<file path="src/rtl/rv32_muldiv_pkg.sv">
// rv32_muldiv_pkg: shared types, constants and op predicates for the RV32M mul/div unit
package rv32_muldiv_pkg;
  typedef enum logic [2:0] {MUL, MULH, MULHSU, MULHU, DIV, DIVU, REM, REMU} muldiv_op_t;
  typedef enum logic [1:0] {IDLE, CALC, DONE} muldiv_state_t;
  localparam logic [31:0] DIV0_QUOT = 32'hFFFF_FFFF;
  localparam logic [31:0] INT_MIN = 32'h8000_0000;
  function automatic logic is_div(input muldiv_op_t op);
    return op[2];
  endfunction
  function automatic logic is_signed_a(input muldiv_op_t op);
    return op inside {MUL, MULH, MULHSU, DIV, REM};
  endfunction
  function automatic logic is_signed_b(input muldiv_op_t op);
    return op inside {MUL, MULH, DIV, REM};
  endfunction
endpackage

</file>
<file path="src/rtl/rv32_muldiv_signfix.sv">
// rv32_muldiv_signfix: conditional two's-complement negate
module rv32_muldiv_signfix #(
  parameter int W = 32
) (
  input  logic [W-1:0] a,
  input  logic         neg,
  output logic [W-1:0] y
);
  assign y = neg ? -a : a;
endmodule

</file>
<file path="src/rtl/rv32_ex_muldiv.sv">
// rv32_ex_muldiv: iterative radix-2 RV32M multiply/divide unit for the Execute stage
module rv32_ex_muldiv
  import rv32_muldiv_pkg::*;
#(
  parameter int XLEN = 32
) (
  input  logic            clk,
  input  logic            rst,
  input  logic            flush,
  input  logic            start,
  input  logic [2:0]      op,
  input  logic [XLEN-1:0] rs1_data,
  input  logic [XLEN-1:0] rs2_data,
  output logic            busy,
  output logic            done,
  output logic [XLEN-1:0] result
);
  localparam int ITER = XLEN;
  localparam int CW = $clog2(ITER);
  muldiv_state_t state;
  muldiv_op_t op_in, op_q;
  logic sa, sb, sa_q, sb_q, ge, div0, ovf, spec_hit;
  logic [31:0] mag_a, mag_b, mcand, diff, div_sel, div_fix, spec_res, calc_res;
  logic [32:0] mul_sum, rem_sh;
  logic [63:0] acc, acc_nx, prod;
  logic [CW-1:0] cnt;
  assign op_in = muldiv_op_t'(op);
  assign sa = is_signed_a(op_in) & rs1_data[31];
  assign sb = is_signed_b(op_in) & rs2_data[31];
  rv32_muldiv_signfix #(.W(32)) u_mag_a (.a(rs1_data), .neg(sa), .y(mag_a));
  rv32_muldiv_signfix #(.W(32)) u_mag_b (.a(rs2_data), .neg(sb), .y(mag_b));
  assign div0 = rs2_data == '0;
  assign ovf = (op_in inside {DIV, REM}) & (rs1_data == INT_MIN) & (rs2_data == '1);
  assign spec_hit = is_div(op_in) & (div0 | ovf);
  assign spec_res = div0 ? (op_in[1] ? rs1_data : DIV0_QUOT) : (op_in[1] ? '0 : INT_MIN);
  // Multiply keeps {product_hi, multiplier}; divide keeps {remainder, quotient}.
  assign mul_sum = {1'b0, acc[63:32]} + (acc[0] ? {1'b0, mcand} : 33'd0);
  assign rem_sh = acc[63:31];
  assign ge = rem_sh >= {1'b0, mcand};
  assign diff = rem_sh[31:0] - mcand;
  assign acc_nx = is_div(op_q) ? (ge ? {diff, acc[30:0], 1'b1} : {acc[62:0], 1'b0})
                               : {mul_sum, acc[31:1]};
  rv32_muldiv_signfix #(.W(64)) u_prod (.a(acc_nx), .neg(sa_q ^ sb_q), .y(prod));
  assign div_sel = op_q[1] ? acc_nx[63:32] : acc_nx[31:0];
  rv32_muldiv_signfix #(.W(32)) u_div (.a(div_sel), .neg(op_q[1] ? sa_q : sa_q ^ sb_q), .y(div_fix));
  assign calc_res = is_div(op_q) ? div_fix : (op_q == MUL ? prod[31:0] : prod[63:32]);
  assign busy = (state == IDLE & start & ~flush) | (state == CALC);
  assign done = state == DONE;
  always_ff @(posedge clk) begin
    if (rst) begin
      state <= IDLE;
      result <= '0;
      cnt <= '0;
      acc <= '0;
      mcand <= '0;
      op_q <= MUL;
      sa_q <= 1'b0;
      sb_q <= 1'b0;
    end else if (flush) begin
      state <= IDLE;
    end else begin
      case (state)
        IDLE: if (start) begin
          op_q <= op_in;
          sa_q <= sa;
          sb_q <= sb;
          cnt <= '0;
          if (spec_hit) begin
            result <= spec_res;
            state <= DONE;
          end else begin
            acc <= {32'd0, is_div(op_in) ? mag_a : mag_b};
            mcand <= is_div(op_in) ? mag_b : mag_a;
            state <= CALC;
          end
        end
        CALC: begin
          acc <= acc_nx;
          cnt <= cnt + 1'b1;
          if (cnt == CW'(ITER - 1)) begin
            result <= calc_res;
            state <= DONE;
          end
        end
        default: state <= IDLE;
      endcase
    end
  end
endmodule

</file>
<file path="config.mk">
export PLATFORM = sky130hd
export DESIGN_NAME = rv32_ex_muldiv
export DESIGN_NICKNAME = d
export VERILOG_FILES = /design/src/rtl/rv32_muldiv_pkg.sv /design/src/rtl/rv32_muldiv_signfix.sv /design/src/rtl/rv32_ex_muldiv.sv
export SDC_FILE = /design/constraint.sdc
export NUM_CORES = 1
export LEC_CHECK = 0
export BUFFER_PORTS_ARGS = -buffer_cell sky130_fd_sc_hd__buf_4
export CORE_ASPECT_RATIO = 2
export CORE_MARGIN = 8
export CORE_UTILIZATION = 50
export CTS_CLUSTER_SIZE = 20
export DETAILED_ROUTE_END_ITERATION = 6
export HOLD_SLACK_MARGIN = 0.15
export PLACE_DENSITY = 0.79
export SLEW_MARGIN = 20
export SYNTH_ARGS = -nofsm -noshare
export SYNTH_HDL_FRONTEND = slang
export SYNTH_SLANG_ARGS = --single-unit
</file>
<file path="constraint.sdc">
create_clock -name clk -period 4.77 [get_ports clk]
set_input_delay 0.7155 -clock clk [delete_from_list [all_inputs] [get_ports clk]]
set_output_delay 0.7155 -clock clk [all_outputs]
set_load 0.02 [all_outputs]
</file>
==> results of run 1 <==
synth_stat cells (10+ instances only):
| master | number | area share [%] |
|---|---|---|
| mux2_2 | 13 | 0.88 |
| nor2b_1 | 11 | 0.41 |
| nand4_1 | 27 | 1.0 |
| a21oi_1 | 205 | 6.2 |
| nand2b_1 | 14 | 0.53 |
| and2_1 | 51 | 1.9 |
| buf_2 | 20 | 0.60 |
| nand2_1 | 200 | 4.5 |
| and4_1 | 10 | 0.53 |
| xor2_1 | 75 | 3.9 |
| nor3b_1 | 12 | 0.54 |
| a22oi_1 | 28 | 1.3 |
| nor3_1 | 82 | 2.5 |
| clkbuf_1 | 124 | 2.8 |
| o21ai_0 | 148 | 4.4 |
| a31oi_1 | 39 | 1.5 |
| o31ai_1 | 30 | 1.4 |
| and3_1 | 23 | 0.86 |
| o41ai_1 | 11 | 0.58 |
| o21a_1 | 22 | 0.99 |
| o211ai_1 | 57 | 2.6 |
| a21o_1 | 39 | 1.8 |
| inv_1 | 66 | 1.5 |
| nand3_1 | 33 | 0.99 |
| a211oi_1 | 75 | 3.4 |
| dfxtp_1 | 140 | 17 |
| nor4_1 | 22 | 0.83 |
| xnor2_1 | 99 | 5.2 |
| mux2i_1 | 47 | 2.8 |
| nor2_1 | 356 | 8.0 |
| o21ai_1 | 10 | 0.30 |
| ha_1 | 71 | 5.3 |
| a311oi_1 | 25 | 1.3 |
| or3_1 | 18 | 0.68 |
| or4_1 | 15 | 0.68 |
| buf_1 | 13 | 0.29 |
layer usage:
layer / GRT usage, % / vias up
met1: 40.9 / 9895
met2: 68.8 / 1182
met4: 32.0 / 2
met5: 0 / -
li1: - / 9516
met3: 7.00 / 400
registers in the layout (all words and copies together) (netlist names):
register and count:
sb_q 1, state 2, acc 64, mcand 32, op_q 3, sa_q 1, cnt 5, result 32
power groups by stage:
stage	Sequential [mW]	Combinational, mW	Clock [mW]
2_1_floorplan	1.27	1.14	0
3_3_place_gp	1.28	1.87	0
3_5_place_dp	1.29	1.89	0
4_1_cts	1.26	1.91	1.50
5_1_grt	1.27	2.19	1.54
6_report	1.26	2.07	1.51
how the worst min path moves through the flow:
stage	depth (start not counted)	start	to	slack [ns]
5_1_grt	2	flush	state[0]	0.48
4_1_cts	2	result[13]	result[13]	0.46
3_3_place_gp	2	result[13]	result[13]	0.45
2_1_floorplan	2	mcand[31]	mcand[31]	0.46
3_5_place_dp	2	result[13]	result[13]	0.45
6_report	2	result[13]	result[13]	0.46
logic make-up after synthesis:
logic type / count (synthesis) / share of synthesized area (%)
AOI/OAI and AO/OA: 822 / 33.3
xor gates and xnor gates: 174 / 9.15
adders and majority gates: 73 / 5.57
buffers and inverters: 229 / 5.47
DFF: 140 / 16.8
muxes: 60 / 3.70
and+or+nand+nor: 909 / 26.0
through the flow:
step,setup TNS (ns),util (%),instance area (sq um),hold slack [ns]
6_report,0,64.9,21300,0.462
5_1_grt,-0.481,64.9,21300,0.482
4_1_cts,0,63.5,20800,0.461
3_5_place_dp,-0.501,61.4,20100,0.452
3_3_place_gp,-0.316,61.4,20100,0.448
2_1_floorplan,0,-,16800,0.456
final cells by class:
cell class                      instances  area, sq um
Multi-Input combinational cell       2038        13500
Fill cell                            2997        11500
Timing Repair Buffer                  453         3530
Sequential cell                       140         2810
Tap cell                              432          541
Clock buffer                           22          474
Inverter                               68          255
Clock inverter                         10          163
repair_timing:
item / 4_1_cts / 5_1_grt
resized for setup: 8 / 93
buffers inserted: 0 / 6
gates cloned: 0 / 0
setup endpoints to repair: 11 / 23
pin swaps: 2 / 26
endpoints found under the hold margin: 0 / 0
critical path: stages, from the launching register on:
cell      delay (ns)
dfxtp_1         0.33
inv_1           0.05
ha_1            0.33
nand4_1         0.18
buf_4           0.20
nor2_4          0.12
nand4_1         0.20
buf_4           0.20
a21o_1          0.18
buf_4           0.14
buf_4           0.20
nand4_1         0.14
o311ai_2        0.14
buf_4           0.21
o41ai_2         0.33
buf_4           0.24
o211ai_1        0.11
or4_4           0.49
buf_6           0.17
o31ai_2         0.27
xor2_1          0.18
nor2_1          0.07
o21ai_0         0.15
==> metrics.cfg, run 1 <==
[global_route]
grt_pass1_wl_microns=121000
grt_max_degree=61
grtUsageTotal_pct=39.3
antenna_found_initial=1
grt_overflow=0
grt_pass1_vias=20720

[floorplanning]
io_pins=105
die_area_sq_um=39800
rows=94
start_util_pct=50.8
die_x_microns=145
core-area_sq_um=32800
die_y_microns=274

[clock_network]
htree_levels=4
clk_latency_ns=0.46
cts_tree=yes
cts-buffers-inserted=17
cts-hold-fix-buffers=0
clkSinkCount=140
path_clk_slew_ns=0.06
clock-root-buffer=clkbuf_16
clockBufferDepth=2

[finish]
area_delta_synth_final_pct=27.9
layout-drive-gt1-share_pct=23.6
finalNonFillerCells=3163
final_common_cell=buf_4
n_antenna_cell=0
mostFrequentLayoutCells=buf_4, nor2_1, nand2_1
finalNetCount=2862

[critical_path]
crit_path_start=mcand[23]
crit_type=reg -> reg
required_ns=5.16
path_max_fanout=13
end_kind=register
startpoint_type=register
rrSetupSlack_ns=0.03
endpoint=result[28]
r2r-start=mcand[23]
arrival_ns=5.13
r2r-end=result[28]
rr_worst_depth=22

[power]
switching_power_mw=1.90
pwr-share-comb_pct=42.8
p_leak_nw=8.84
pwr-share-clk_pct=31.1
seqPwrFrac_pct=26.1
ir_worst_vdd_uv=233
power.internal_mw=2.94
p_total_mw=4.84
p_sw_share_pct=39.3
powerDensity_nw_per_um2=227

[timing]
tightestPinTransition_ns=0.989
period_share_pct=99.4
min_period_ns=4.74
rsz0062_at_grt=yes
hold_viol=0
fmax_mhz=211
relSlewSlack_pct=33.9
finalSetupViolations=0
slew_viol_final=0
skew_ns=0.0110
worst_slack_ns=0.0284

[placement]
globalplace.congestion=1.09
dp_cells=3125
io_buffers=104
hpwl_microns=63500
pre_cts_ws_ns=-0.0920

[logic_synthesis]
synth_edf_count=0
synth.distinct_cells=99
ys_ff_latch=140
seq_area_frac_synth_pct=16.8
synthArstFlopShare_pct=0
postSynthCellCount=2407
synth_area_sq_um=16700
synth_ff_type=dfxtp_1
ys_warn_count=0
syn_nets=2551
syn_area_per_cell_sq_um=6.92

[min_path]
min_path_type=reg -> reg

[detailed_routing]
drcViolationCount=0
met3_length_microns=6080
avgViaCountPerCell=6.64
ant_nets=0
dr.first_iter.drc_count=2090
drt-met1-wl_microns=28500
routed_wl_microns=80900
top_layer=met5
vias=20995
wl_per_cell_microns=25.6
wl_met2_microns=39100
detail_route.first_pass.iterations=5

[run_status]
status=completed

[flow_run]
cap_violations=0

Power figures use the tool's default switching activity.
==> run 2: changes to the inputs <==
PLACE_DENSITY = 0.77   (was 0.79)
clock period = 5.9 ns   (was 4.77 ns; I/O delays follow)
==> run 2 against run 1 <==
Sequential cell count did not move. Sequential power fell by 18%. Clock skew fell by 0.00095 ns. Die area did not move. Maximum frequency fell by 16%. First-iteration DRC count rose by 12%. Cell count fell by 7.4%.
==> metrics.cfg, run 2 (same netlist as run 1, synthesis figures left out) <==
[run_status]
status=completed

[timing]
hold_viol=0  ; unchanged
relSlewSlack_pct=30.1  ; -3.8 points
skew_ns=0.0100  ; -0.000947 ns
finalSetupViolations=0  ; unchanged
tightestPinTransition_ns=1.05  ; +0.0568 ns
min_period_ns=5.63  ; +0.891 ns
slew_viol_final=0  ; unchanged
fmax_mhz=178  ; -16%
period_share_pct=95.5  ; -3.9 points

[clock_network]
htree_levels=4  ; unchanged
cts_tree=yes
path_clk_slew_ns=0.07  ; about the same
clock-root-buffer=clkbuf_16
clkSinkCount=140  ; unchanged
clk_latency_ns=0.47  ; about the same
cts-buffers-inserted=17  ; unchanged
clockBufferDepth=2  ; unchanged
cts-hold-fix-buffers=0  ; unchanged

[floorplanning]
die_y_microns=274  ; unchanged
die_x_microns=145  ; unchanged
start_util_pct=50.8  ; unchanged
core-area_sq_um=32800  ; unchanged
die_area_sq_um=39800  ; unchanged
io_pins=105  ; unchanged
rows=94  ; unchanged

[global_route]
grt_pass1_vias=19245  ; -7.1%
grtUsageTotal_pct=38.1  ; -1.3 points
antenna_found_initial=2  ; +1
grt_max_degree=71  ; +16%
grt_pass1_wl_microns=117000  ; -2.9%
grt_overflow=0  ; unchanged

[power]
p_leak_nw=7.58  ; -14%
pwr-share-comb_pct=38.1  ; -4.7 points
pwr-share-clk_pct=34.4  ; +3.3 points
powerDensity_nw_per_um2=197  ; -13%
ir_worst_vdd_uv=228  ; -2.2%
power.internal_mw=2.27  ; -23%
switching_power_mw=1.49  ; -22%
p_sw_share_pct=39.6  ; +0.29 points
seqPwrFrac_pct=27.5  ; +1.4 points

[finish]
final_common_cell=nor2_1
fin_area_sq_um=19000  ; -11%
n_antenna_cell=0  ; unchanged
finalNetCount=2628  ; -8.2%
layout-drive-gt1-share_pct=13.6  ; -10 points
area_delta_synth_final_pct=14.1
regMostFlops=acc
reg_top3=acc x64, mcand x32, result x32
mostFrequentLayoutCells=nor2_1, buf_4, a21oi_1
finalCoreUtilization_pct=57.9  ; -7.0 points
largest_reg_flops=64  ; unchanged

[detailed_routing]
detail_route.first_pass.iterations=6  ; +1
routed_wl_microns=78200  ; -3.4%
dr.first_iter.drc_count=2345  ; +12%
vias=20077  ; -4.4%
wl_per_cell_microns=26.7  ; +4.3%
avgViaCountPerCell=6.85  ; +3.3%
ant_nets=0  ; unchanged
drcViolationCount=0  ; unchanged

[critical_path]
endpoint=result[24]
startpoint_type=register
path_max_fanout=10  ; -3
crit_path_start=mcand[22]
crit_type=reg -> reg
rrSetupSlack_ns=0.27  ; +0.24 ns
r2r-end=result[24]
required_ns=6.27  ; +1.11 ns
r2r-start=mcand[22]
rr_worst_depth=21  ; -4.5%
end_kind=register
arrival_ns=6.00  ; +0.87 ns

[placement]
io_buffers=104  ; unchanged
hpwl_microns=60600  ; -4.5%
globalplace.congestion=1.03  ; -5.7%
placed_cell_area_sq_um=18300  ; -9.4%

[min_path]
min_path_type=reg -> reg

[flow_run]
cap_violations=0  ; unchanged

==> run 2: changes by cell type in the layout (fill, tap and decap cells not counted), moves of 8 or more <==
cell     before  now
a21oi_1     192  204
a21oi_2      14    2
o21ai_0     137  147
buf_4       442  217
ha_1         63   71
buf_12       10    2
==> run 2: power groups by stage <==
| stage | Sequential (mW) | Combinational [mW] | Clock (mW) |
|---|---|---|---|
| after CTS | 1.03 | 1.37 | 1.29 |
| after global routing | 1.03 | 1.51 | 1.32 |
| after detailed placement | 1.05 | 1.36 | 0 |
| after floorplan | 1.03 | 0.906 | 0 |
| final | 1.03 | 1.43 | 1.29 |
| after global placement | 1.05 | 1.35 | 0 |
==> run 2: through the flow <==
stage	worst slack (ns)	total power [mW]	setup TNS, ns	hold WS [ns]	instances
final	0.268	3.75	0	0.502	2929
after global routing	-0.0106	3.87	-0.0106	0.522	2929
after CTS	0.0642	3.69	0	0.504	2926
after detailed placement	-0.0996	2.41	-0.101	0.494	2894
after global placement	-0.128	2.40	-0.128	0.481	2894
after floorplan	0.687	1.93	0	0.456	2407
==> run 2: metal layers <==
| layer | share of wire (%) | track usage, % | vias to the layer above |
|---|---|---|---|
| met4 | 8.6 | 31.3 | 2 |
| met1 | 35 | 39.7 | 9417 |
| met2 | 48 | 66.2 | 1239 |
| met3 | 8.0 | 7.00 | 356 |
| li1 | - | - | 9063 |
| met5 | 0.018 | 0 | - |
==> run 2: worst min-delay path by stage <==
stage | cells past startpoint | end | startpoint
6_report | 2 | result[2] | result[2]
5_1_grt | 2 | result[7] | result[7]
4_1_cts | 2 | result[23] | result[23]
3_5_place_dp | 2 | result[0] | result[0]
3_3_place_gp | 2 | mcand[31] | mcand[31]
2_1_floorplan | 2 | mcand[31] | mcand[31]
==> run 2: cell type report <==
type / instances / area [sq um]
fill: 3228 / 13800
multi-input combinational: 2038 / 13100
sequential: 140 / 2810
timing repair buffer: 219 / 1670
tap: 432 / 541
clock buffer: 19 / 464
inverter: 68 / 255
clock inverter: 13 / 210
==> run 2: timing repair <==
| item | CTS | global route |
|---|---|---|
| pin swaps | 0 | 2 |
| setup buffers | 0 | 3 |
| gates resized for setup | 2 | 9 |
| endpoints found under the setup margin | 2 | 13 |
==> run 2: critical path, cell delays in order, from the launching register on <==
cell,delay (ns)
dfxtp_1,0.35
inv_1,0.05
ha_1,0.39
a21oi_1,0.23
o21ai_1,0.19
a221oi_4,0.48
o21a_4,0.29
a31oi_2,0.19
inv_1,0.16
ha_1,0.21
o211ai_1,0.18
or2_2,0.40
nor3_2,0.23
nand2_1,0.17
a21oi_1,0.24
o21ai_2,0.20
buf_4,0.23
or4_1,0.51
o21ai_1,0.19
xor2_1,0.22
a21oi_1,0.10
a211oi_1,0.29
